$ cat src/rtl/cdb_arbiter_if.sv
// Producer-side handshakes and the broadcast CDB grouped into one bundle.
// The slave modport is the arbiter's view; master is the producers and consumers.
interface cdb_arbiter_if #(
  parameter int unsigned ROB_ID_W = 5,
  parameter int unsigned DATA_W   = 32,
  parameter int unsigned ADDR_W   = 32
);
  logic                alu_valid;
  logic                alu_ready;
  logic [ROB_ID_W-1:0] alu_rob_id;
  logic [DATA_W-1:0]   alu_result;
  logic [ADDR_W-1:0]   alu_target_pc;
  logic                alu_jump_flag;

  logic                ls_valid;
  logic                ls_ready;
  logic [ROB_ID_W-1:0] ls_rob_id;
  logic [DATA_W-1:0]   ls_result;

  logic                cdb_valid;
  logic [ROB_ID_W-1:0] cdb_rob_id;
  logic [DATA_W-1:0]   cdb_result;
  logic [ADDR_W-1:0]   cdb_target_pc;
  logic                cdb_jump_flag;
  logic                cdb_src;

  modport master (
    output alu_valid, alu_rob_id, alu_result, alu_target_pc, alu_jump_flag,
    output ls_valid, ls_rob_id, ls_result,
    input  alu_ready, ls_ready,
    input  cdb_valid, cdb_rob_id, cdb_result, cdb_target_pc, cdb_jump_flag, cdb_src
  );

  modport slave (
    input  alu_valid, alu_rob_id, alu_result, alu_target_pc, alu_jump_flag,
    input  ls_valid, ls_rob_id, ls_result,
    output alu_ready, ls_ready,
    output cdb_valid, cdb_rob_id, cdb_result, cdb_target_pc, cdb_jump_flag, cdb_src
  );
endinterface

$ cat src/rtl/cdb_arbiter.sv
// Common data bus arbiter: per-source FIFOs for ALU and load/store results,
// round-robin granted onto a registered CDB; flush clears everything in flight.
module cdb_arbiter #(
  parameter int unsigned ROB_ID_W   = 5,
  parameter int unsigned DATA_W     = 32,
  parameter int unsigned ADDR_W     = 32,
  parameter int unsigned FIFO_DEPTH = 2
) (
  input  logic         clk,
  input  logic         rst,
  input  logic         rdy,
  input  logic         flush,
  cdb_arbiter_if.slave bus
);
  localparam int unsigned PTR_W = (FIFO_DEPTH > 1) ? $clog2(FIFO_DEPTH) : 1;
  localparam int unsigned CNT_W = $clog2(FIFO_DEPTH + 1);

  typedef struct packed {
    logic [ROB_ID_W-1:0] rob_id;
    logic [DATA_W-1:0]   result;
    logic [ADDR_W-1:0]   target_pc;
    logic                jump_flag;
  } cdb_ent_t;

  typedef struct packed {
    logic [ROB_ID_W-1:0] rob_id;
    logic [DATA_W-1:0]   result;
  } ls_ent_t;

  cdb_ent_t           alu_mem [FIFO_DEPTH];
  ls_ent_t            ls_mem  [FIFO_DEPTH];
  logic [PTR_W-1:0]   alu_wp, alu_rp, ls_wp, ls_rp;
  logic [CNT_W-1:0]   alu_cnt, ls_cnt;
  logic               last_grant;
  logic               cdb_valid_q;
  logic               cdb_src_q;
  cdb_ent_t           cdb_q;

  logic active, alu_ready, ls_ready, alu_push, ls_push;
  logic alu_ne, ls_ne, grant_ls, alu_pop, ls_pop;

  // Handshake and grant decisions all use the FIFO state at the start of the cycle
  assign active    = rdy & ~flush;
  assign alu_ready = active & (alu_cnt < CNT_W'(FIFO_DEPTH));
  assign ls_ready  = active & (ls_cnt  < CNT_W'(FIFO_DEPTH));
  assign alu_push  = alu_ready & bus.alu_valid & (bus.alu_rob_id != '0);
  assign ls_push   = ls_ready  & bus.ls_valid  & (bus.ls_rob_id  != '0);
  assign alu_ne    = (alu_cnt != '0);
  assign ls_ne     = (ls_cnt  != '0);
  assign grant_ls  = ls_ne & (~alu_ne | ~last_grant);
  assign alu_pop   = active & alu_ne & ~grant_ls;
  assign ls_pop    = active & grant_ls;

  // Payload storage needs no reset: occupancy is tracked by the counters
  always_ff @(posedge clk) begin
    if (alu_push) alu_mem[alu_wp] <= '{bus.alu_rob_id, bus.alu_result,
                                       bus.alu_target_pc, bus.alu_jump_flag};
    if (ls_push)  ls_mem[ls_wp]   <= '{bus.ls_rob_id, bus.ls_result};
  end

  always_ff @(posedge clk or negedge rst) begin
    if (!rst) begin
      alu_wp      <= '0;
      alu_rp      <= '0;
      alu_cnt     <= '0;
      ls_wp       <= '0;
      ls_rp       <= '0;
      ls_cnt      <= '0;
      last_grant  <= 1'b1;
      cdb_valid_q <= 1'b0;
      cdb_src_q   <= 1'b0;
      cdb_q       <= '0;
    end else if (flush) begin
      alu_wp      <= '0;
      alu_rp      <= '0;
      alu_cnt     <= '0;
      ls_wp       <= '0;
      ls_rp       <= '0;
      ls_cnt      <= '0;
      cdb_valid_q <= 1'b0;
    end else if (rdy) begin
      if (alu_push) alu_wp <= alu_wp + PTR_W'(1);
      if (alu_pop)  alu_rp <= alu_rp + PTR_W'(1);
      if (ls_push)  ls_wp  <= ls_wp + PTR_W'(1);
      if (ls_pop)   ls_rp  <= ls_rp + PTR_W'(1);
      alu_cnt <= alu_cnt + CNT_W'(alu_push) - CNT_W'(alu_pop);
      ls_cnt  <= ls_cnt + CNT_W'(ls_push) - CNT_W'(ls_pop);
      // Load/store results never carry a redirect, so pc and jump flag are zeroed
      if (alu_pop) begin
        cdb_valid_q <= 1'b1;
        cdb_src_q   <= 1'b0;
        cdb_q       <= alu_mem[alu_rp];
        last_grant  <= 1'b0;
      end else if (ls_pop) begin
        cdb_valid_q <= 1'b1;
        cdb_src_q   <= 1'b1;
        cdb_q       <= '{ls_mem[ls_rp].rob_id, ls_mem[ls_rp].result, '0, 1'b0};
        last_grant  <= 1'b1;
      end else begin
        cdb_valid_q <= 1'b0;
      end
    end
  end

  assign bus.alu_ready     = alu_ready;
  assign bus.ls_ready      = ls_ready;
  assign bus.cdb_valid     = cdb_valid_q;
  assign bus.cdb_rob_id    = cdb_q.rob_id;
  assign bus.cdb_result    = cdb_q.result;
  assign bus.cdb_target_pc = cdb_q.target_pc;
  assign bus.cdb_jump_flag = cdb_q.jump_flag;
  assign bus.cdb_src       = cdb_src_q;
endmodule

$ cat src/flat_wrapper.sv
// flat-port wrapper written by rule: the top's interface ports become plain ports
module cdb_arbiter_flat 
#(
  parameter int unsigned ROB_ID_W   = 5,
  parameter int unsigned DATA_W     = 32,
  parameter int unsigned ADDR_W     = 32,
  parameter int unsigned FIFO_DEPTH = 2
)
  (clk, rst, rdy, flush, bus_alu_valid, bus_alu_rob_id, bus_alu_result, bus_alu_target_pc, bus_alu_jump_flag, bus_ls_valid, bus_ls_rob_id, bus_ls_result, bus_alu_ready, bus_ls_ready, bus_cdb_valid, bus_cdb_rob_id, bus_cdb_result, bus_cdb_target_pc, bus_cdb_jump_flag, bus_cdb_src);
  cdb_arbiter_if #(.ROB_ID_W(ROB_ID_W), .DATA_W(DATA_W), .ADDR_W(ADDR_W)) bus_i ();
  input  logic clk;
  input  logic rst;
  input  logic rdy;
  input  logic flush;
  input wire logic [$bits(bus_i.alu_valid)-1:0] bus_alu_valid;
  input wire logic [$bits(bus_i.alu_rob_id)-1:0] bus_alu_rob_id;
  input wire logic [$bits(bus_i.alu_result)-1:0] bus_alu_result;
  input wire logic [$bits(bus_i.alu_target_pc)-1:0] bus_alu_target_pc;
  input wire logic [$bits(bus_i.alu_jump_flag)-1:0] bus_alu_jump_flag;
  input wire logic [$bits(bus_i.ls_valid)-1:0] bus_ls_valid;
  input wire logic [$bits(bus_i.ls_rob_id)-1:0] bus_ls_rob_id;
  input wire logic [$bits(bus_i.ls_result)-1:0] bus_ls_result;
  output wire logic [$bits(bus_i.alu_ready)-1:0] bus_alu_ready;
  output wire logic [$bits(bus_i.ls_ready)-1:0] bus_ls_ready;
  output wire logic [$bits(bus_i.cdb_valid)-1:0] bus_cdb_valid;
  output wire logic [$bits(bus_i.cdb_rob_id)-1:0] bus_cdb_rob_id;
  output wire logic [$bits(bus_i.cdb_result)-1:0] bus_cdb_result;
  output wire logic [$bits(bus_i.cdb_target_pc)-1:0] bus_cdb_target_pc;
  output wire logic [$bits(bus_i.cdb_jump_flag)-1:0] bus_cdb_jump_flag;
  output wire logic [$bits(bus_i.cdb_src)-1:0] bus_cdb_src;
  assign bus_i.alu_valid = bus_alu_valid;
  assign bus_i.alu_rob_id = bus_alu_rob_id;
  assign bus_i.alu_result = bus_alu_result;
  assign bus_i.alu_target_pc = bus_alu_target_pc;
  assign bus_i.alu_jump_flag = bus_alu_jump_flag;
  assign bus_i.ls_valid = bus_ls_valid;
  assign bus_i.ls_rob_id = bus_ls_rob_id;
  assign bus_i.ls_result = bus_ls_result;
  assign bus_alu_ready = bus_i.alu_ready;
  assign bus_ls_ready = bus_i.ls_ready;
  assign bus_cdb_valid = bus_i.cdb_valid;
  assign bus_cdb_rob_id = bus_i.cdb_rob_id;
  assign bus_cdb_result = bus_i.cdb_result;
  assign bus_cdb_target_pc = bus_i.cdb_target_pc;
  assign bus_cdb_jump_flag = bus_i.cdb_jump_flag;
  assign bus_cdb_src = bus_i.cdb_src;
  cdb_arbiter #(.ROB_ID_W(ROB_ID_W), .DATA_W(DATA_W), .ADDR_W(ADDR_W), .FIFO_DEPTH(FIFO_DEPTH)) u_core (.clk(clk), .rst(rst), .rdy(rdy), .flush(flush), .bus(bus_i));
endmodule
$ cat config.mk
export PLATFORM = sky130hd
export DESIGN_NAME = cdb_arbiter_flat
export DESIGN_NICKNAME = d
export VERILOG_FILES = /design/src/rtl/cdb_arbiter_if.sv /design/src/rtl/cdb_arbiter.sv /design/src/flat_wrapper.sv
export SDC_FILE = /design/constraint.sdc
export NUM_CORES = 1
export LEC_CHECK = 0
export ABC_AREA = 1
export BUFFER_PORTS_ARGS = -buffer_cell sky130_fd_sc_hd__buf_2
export CORE_UTILIZATION = 50
export DETAILED_ROUTE_END_ITERATION = 10
export PLACE_DENSITY_LB_ADDON = 0.2
export REMOVE_ABC_BUFFERS = 1
export SYNTH_ARGS = -nofsm -noshare
export SYNTH_HDL_FRONTEND = slang
export SYNTH_SLANG_ARGS = --single-unit
$ cat constraint.sdc
create_clock -name clk -period 10.7 [get_ports clk]
set_input_delay 1.605 -clock clk [delete_from_list [all_inputs] [get_ports clk]]
set_output_delay 1.605 -clock clk [all_outputs]
set_load 0.005 [all_outputs]
## Word-level counts from Yosys, hierarchy flattened

Memory sizes are Yosys's and may differ from the RTL's.
Cells that the tools add are included.

| word-level totals | value |
|---|---|
| flip-flop bits (word level) | 81 |
| RAM bits | 214 |
| memories kept | 2 |

| cells by class | value |
|---|---|
| add/subtract/negate cells | 8 |
| $lt $le $gt $ge | 2 |
| multiplexer cells | 28 |
| bitwise gates (word level) | 16 |
| reduce and logical (&&, ||, !) cells | 15 |

Memories:

| memory | words | width | read ports | clocked after memory_dff | wr ports | line | source |
|---|---|---|---|---|---|---|---|
| u_core.alu_mem | 2 | 70 | 1 | 0 | 1 | cdb_arbiter.sv:30 | `cdb_ent_t alu_mem [FIFO_DEPTH];` |
| u_core.ls_mem | 2 | 37 | 1 | 0 | 1 | cdb_arbiter.sv:31 | `ls_ent_t ls_mem [FIFO_DEPTH];` |

Operators with widths:

| operator | number |
|---|---|
| $mux 70 | 2 |
| $mux 1 | 22 |
| $reduce_bool 2->1 | 8 |
| $and 1x1->1 | 11 |
| $reduce_bool 5->1 | 2 |
| $mux 2 | 4 |
| $reduce_and 2->1 | 4 |
| $add 1x1->1 const B | 4 |
| $add 2x1->2 | 2 |
| $lt 2x2->1 const B | 2 |
| $not 1->1 | 4 |
| $sub 2x1->2 | 2 |
| $reduce_and 3->1 | 1 |
| $or 1x1->1 | 1 |

## Logic depth before layout (Yosys ltp)

| depth | value |
|---|---|
| depth after elaboration | 9 |
| gate-level depth with buffers | 12 |
| mapped depth without buffers | 12 |

## Worst setup path after synthesis

OpenSTA, ideal clock, no wires.

| path | value |
|---|---|
| kind | in2reg |
| start point | input port flush |
| end point | memory u_core.alu_mem[0][0] (netlist bit) (enable) |
| arrival time | 5.068 ns |
| required time | 10.201 ns |
| setup slack | 5.133 ns |
| cell stages on the path | 5 |
| buffers on the path | 0 |
| cell sequence | inv_2 nand2_4 nor2_1 nand3_1 nor2_1 |

| between the ends | value |
|---|---|
| longest elaborated chain between the ends | 7 |

Ends and longest elaborated chain:

| what | line | source |
|---|---|---|
| from (decl) | flat_wrapper.sv:14 | `input logic flush;` |
| $not 1->1 (no source line) | -- |  |
| $and 1x1->1 | cdb_arbiter.sv:43 | `assign active = rdy & ~flush;` |
| $and 1x1->1 | cdb_arbiter.sv:44 | `assign alu_ready = active & (alu_cnt < CNT_W'(FIFO_DEPTH));` |
| via bus_alu_ready | flat_wrapper.sv:23 | `output wire logic [$bits(bus_i.alu_ready)-1:0] bus_alu_ready;` |
| $and 1x1->1 (2 in a row) | cdb_arbiter.sv:46 | `assign alu_push = alu_ready & bus.alu_valid & (bus.alu_rob_id != '0);` |
| $mux 1 | cdb_arbiter.sv:56 | `if (alu_push) alu_mem[alu_wp] <= '{bus.alu_rob_id, bus.alu_result,` |
| $mux 1 (not written as such) | cdb_arbiter.sv:56 |  |
| to (decl) | cdb_arbiter.sv:30 |  |

The timed path passes the listed nets, and every way through them passes these cells.

## Worst setup path after layout

| path | value |
|---|---|
| start point | input port flush |
| end point | output port bus_ls_ready |

| between the ends | value |
|---|---|
| longest elaborated chain between the ends | 3 |

Ends and longest elaborated chain:

| what | line | source |
|---|---|---|
| $not 1->1 (no source line) | -- |  |
| $and 1x1->1 | cdb_arbiter.sv:43 |  |
| $and 1x1->1 | cdb_arbiter.sv:45 | `assign ls_ready = active & (ls_cnt < CNT_W'(FIFO_DEPTH));` |
| to (decl) | flat_wrapper.sv:24 | `output wire logic [$bits(bus_i.ls_ready)-1:0] bus_ls_ready;` |

Every way passes these cells.

==> summary.md <==
| Metric | Value |
|---|---|
| Outcome | `completed` |
| Fill count | `between 1500 and 2000` |
| Clk_lat worst skew | `0.56 ns` |
| Endpoints failing setup | `0` |
| Die width | `154.0 um` |
| Switching share of power | `24.65%` |
| Post-route setup slack | `~6.8 ns` |
| CP Launch Type | `input port` |
| Core Rows | `55` |
| CTS clock-pin slew for the worst setup and hold paths | `0.06 ns` |
| Mean Syn Cell Area | `between 10 and 15 um^2` |
| RSZ-0062 raised after global routing | `no` |
| H-tree Lvls | `1` |
| Peak Freq | `0.2596 GHz` |
| Netlist cell types | `30` |
| Die Ht | `between 150 and 200 um` |
| Iter 0 DRT Violations | `566` |
| Sequential-to-total area share from yosys stat | `between 70% and 80%` |
| Layout cells sized above 1 | `26.28%` |
| Post-synth EDFFs | `about 210` |
| Synth area leaders | `edfxtp_1 56%, dfrtp_1 17%, nand3_1 6.8%` |
| Synth top cells by count | `214 x edfxtp_1, 156 x nand3_1, 132 x nand2_1` |
| Worst Path Required | `between 9 and 10 ns` |
| CP endpoint kind | `output pin` |
| Non-Filler Instances | `between 1000 and 1500` |
| Worst slew margin | `between 20 and 30%` |
| Clock power share | `between 30% and 40%` |
| Post-cts sizing count | `0` |
| Port Buffer Count | `around 190` |
| Cell Pwr Density | `201.2 nW/um^2` |
| Combinational group share of total power | `between 10% and 20%` |
| Starting Density | `roughly half` |
| Routed wire per std cell | `18.40 um` |
| CTS Buf Count | `30` |
| Final min period | `3.852 ns` |
| DRT Pass-1 Iters | `5` |
| Sequential share of power | `a little over half` |
| Root Driver | `clkbuf_16` |
| Max_cap viols | `0` |
| Worst Skew | `0.02063 ns` |
| Crit path from | `flush` |
| Cell count after synthesis | `about 910` |
| Die area | `between 20000 and 25000 um^2` |
| Tightest Pin Transition | `roughly 1.1 ns` |
| Deepest clock path buffer count | `3` |
| Yosys top cell by area | `edfxtp_1` |
| Total Wirelength | `roughly 26000 um` |
| Post-synth ARST share | `27.46%` |
| Post-CTS Repair Setup Buffers | `0` |
| Nets | `between 1000 and 1500` |
| Placed insts | `about 1300` |
| Arrival time at the worst endpoint | `roughly 2.3 ns` |
| Final Hold Fails | `0` |
| Internal | `~2100 uW` |
| Post-synthesis cell area | `11550 um^2` |
| GP Congestion | `approximately 0.76` |
| Tcrit/Tclk final | `between 30% and 40%` |
| First-pass GRT wire length | `~40000 um` |
| Largest net degree at the start of global routing | `77` |
| Fin. max-slew vios | `0` |
| Vias per cell | `between 5 and 6` |
| Count leader, synth | `edfxtp_1` |
| DRT antenna net count | `0` |
| Post-synthesis register bit count | `around 300` |
| Crit path max fanout | `10` |
| CTS tree | `built` |
| Initial antenna violation count | `1` |
| Post-DP Area | `around 13000 um^2` |
| Worst Hold Class | `reg -> reg` |
| Sw power | `just under 700 uW` |
| Synthesis Warnings | `0` |
| Io pins | `around 190` |
| Vias in the first global route | `7316` |
| Min-delay src | `u_core.last_grant$_DFFE_PN1P_` |
| CTS Hold Bufs | `0` |
| DRC violations left | `0` |
| P&R area growth vs syn | `17.53%` |
| CTS sink cnt | `295` |
| Grt total ovfl | `0` |
| Vias post-DR | `between 7000 and 8000` |
| TNS Setup | `0 ns` |
| Pleak | `approximately 0.0056 uW` |
| Finished Cell Area | `between 10000 and 15000 um^2` |
| Crit path kind | `in -> out` |
| HPWL after DPL | `roughly 15000 um` |
| Main synth FF type | `edfxtp_1` |
| FF-to-FF Start | `u_core.alu_cnt[1]$_DFFE_PN0P_` |
| Placeable core region | `around 23000 um^2` |
| GRT Util Overall | `approximately 22%` |
| Top-area cell type share of the netlist area | `55.61%` |
| Pre-CTS setup slack | `6.336 ns` |
| IR Drop Worst-Case VDD | `between 0.1 and 0.15 mV` |
cell families after synthesis:
family / share of synthesized area, %
AND/OR/NAND/NOR: 14.69
flip-flops: 73.17
AO/OA/AOI/OAI: 5.858
buffers and inverters: 4.385
multiplexers: 1.386
adder cells (fa/ha/maj): 0.4332
XOR/XNOR: 0.07581
power by group through the flow:
stage / registers (uW) / clock network [uW] / logic [uW]
after detailed placement: 1460 / 0 / 340
after floorplan: 1460 / 0 / 136
after CTS: 1440 / 972 / 342
final: 1440 / 957 / 336
after global placement: 1460 / 0 / 331
after global routing: 1450 / 1020 / 379
worst max-delay path, stage by stage:
cell,delay [ns]
buf_2,0.10
inv_2,0.15
nand2_4,0.09
nor2_1,0.16
buf_2,0.14
cells in the final DEF (no fill, tap or decap), drive strengths merged, types with 3 or more instances in the layout:
cell    count
ha          4
clkinv     14
nor2       14
or2        49
dfrtp      80
a21boi      6
diode       3
edfxtp    214
nand3     157
nand2     135
buf       196
mux2i      16
inv        56
clkbuf     41
o21ai     123
flip-flops by register name, summed over array words and instances, names as in the netlist:
name                      count
u_core.alu_cnt                2
u_core.alu_mem              140
u_core.alu_rp                 1
u_core.alu_wp                 1
u_core.bus.cdb_jump_flag      1
u_core.bus.cdb_result        32
u_core.bus.cdb_rob_id         5
u_core.bus.cdb_src            1
u_core.bus.cdb_target_pc     32
u_core.bus.cdb_valid          1
u_core.last_grant             1
u_core.ls_cnt                 2
u_core.ls_mem                74
u_core.ls_rp                  1
u_core.ls_wp                  1
per-layer routing:
layer | global-route usage, % | up-vias | wire (um) | share of wire, %
met4 | 5.381 | 0 | 340 | 1.3
met1 | 30.44 | 3675 | 11210 | 44
met2 | 36.84 | 247 | 12520 | 49
met5 | 0 | - | 0 | 0
met3 | 3.326 | 27 | 1666 | 6.5
li1 | - | 3555 | - | -
stage by stage:
| stage | hold WS, ns | total power (uW) | util, % |
|---|---|---|---|
| 2_1_floorplan | 0.4506 | 1595 | - |
| 3_3_place_gp | 0.4546 | 1791 | 55.94 |
| 3_5_place_dp | 0.4632 | 1802 | 55.94 |
| 4_1_cts | 0.4736 | 2753 | 59.95 |
| 5_1_grt | 0.5203 | 2846 | 59.95 |
| 6_report | 0.4749 | 2732 | 59.98 |
cell type report:
type	count	area, um^2	share of cell area [%]
Tap cell	285	356.6	2.626
Clock buffer	41	822.0	6.053
Inverter	56	211.5	1.557
Multi-Input combinational cell	508	2631	19.38
Timing Repair Buffer	196	1008	7.426
Sequential cell	295	8458	62.28
Antenna cell	3	7.507	0.05528
Clock inverter	15	85.08	0.6265
path summary, 6_finish.rpt:
kind	to	slack [ns]	cells after the start
setup / recovery	bus_ls_ready	6.85	5
hold / removal	u_core.last_grant$_DFFE_PN1P_	0.47	2
setup reg to reg	u_core.alu_cnt[1]$_DFFE_PN0P_	7.22	11
hold reg to reg	u_core.last_grant$_DFFE_PN1P_	0.47	2
max in group asynchronous	u_core.alu_rp$_DFFE_PN0P_	8.50	2
min in group asynchronous	u_core.bus.cdb_target_pc[11]$_DFFE_PN0P_	0.96	1
No activity file was read; power rests on OpenSTA's default activity.
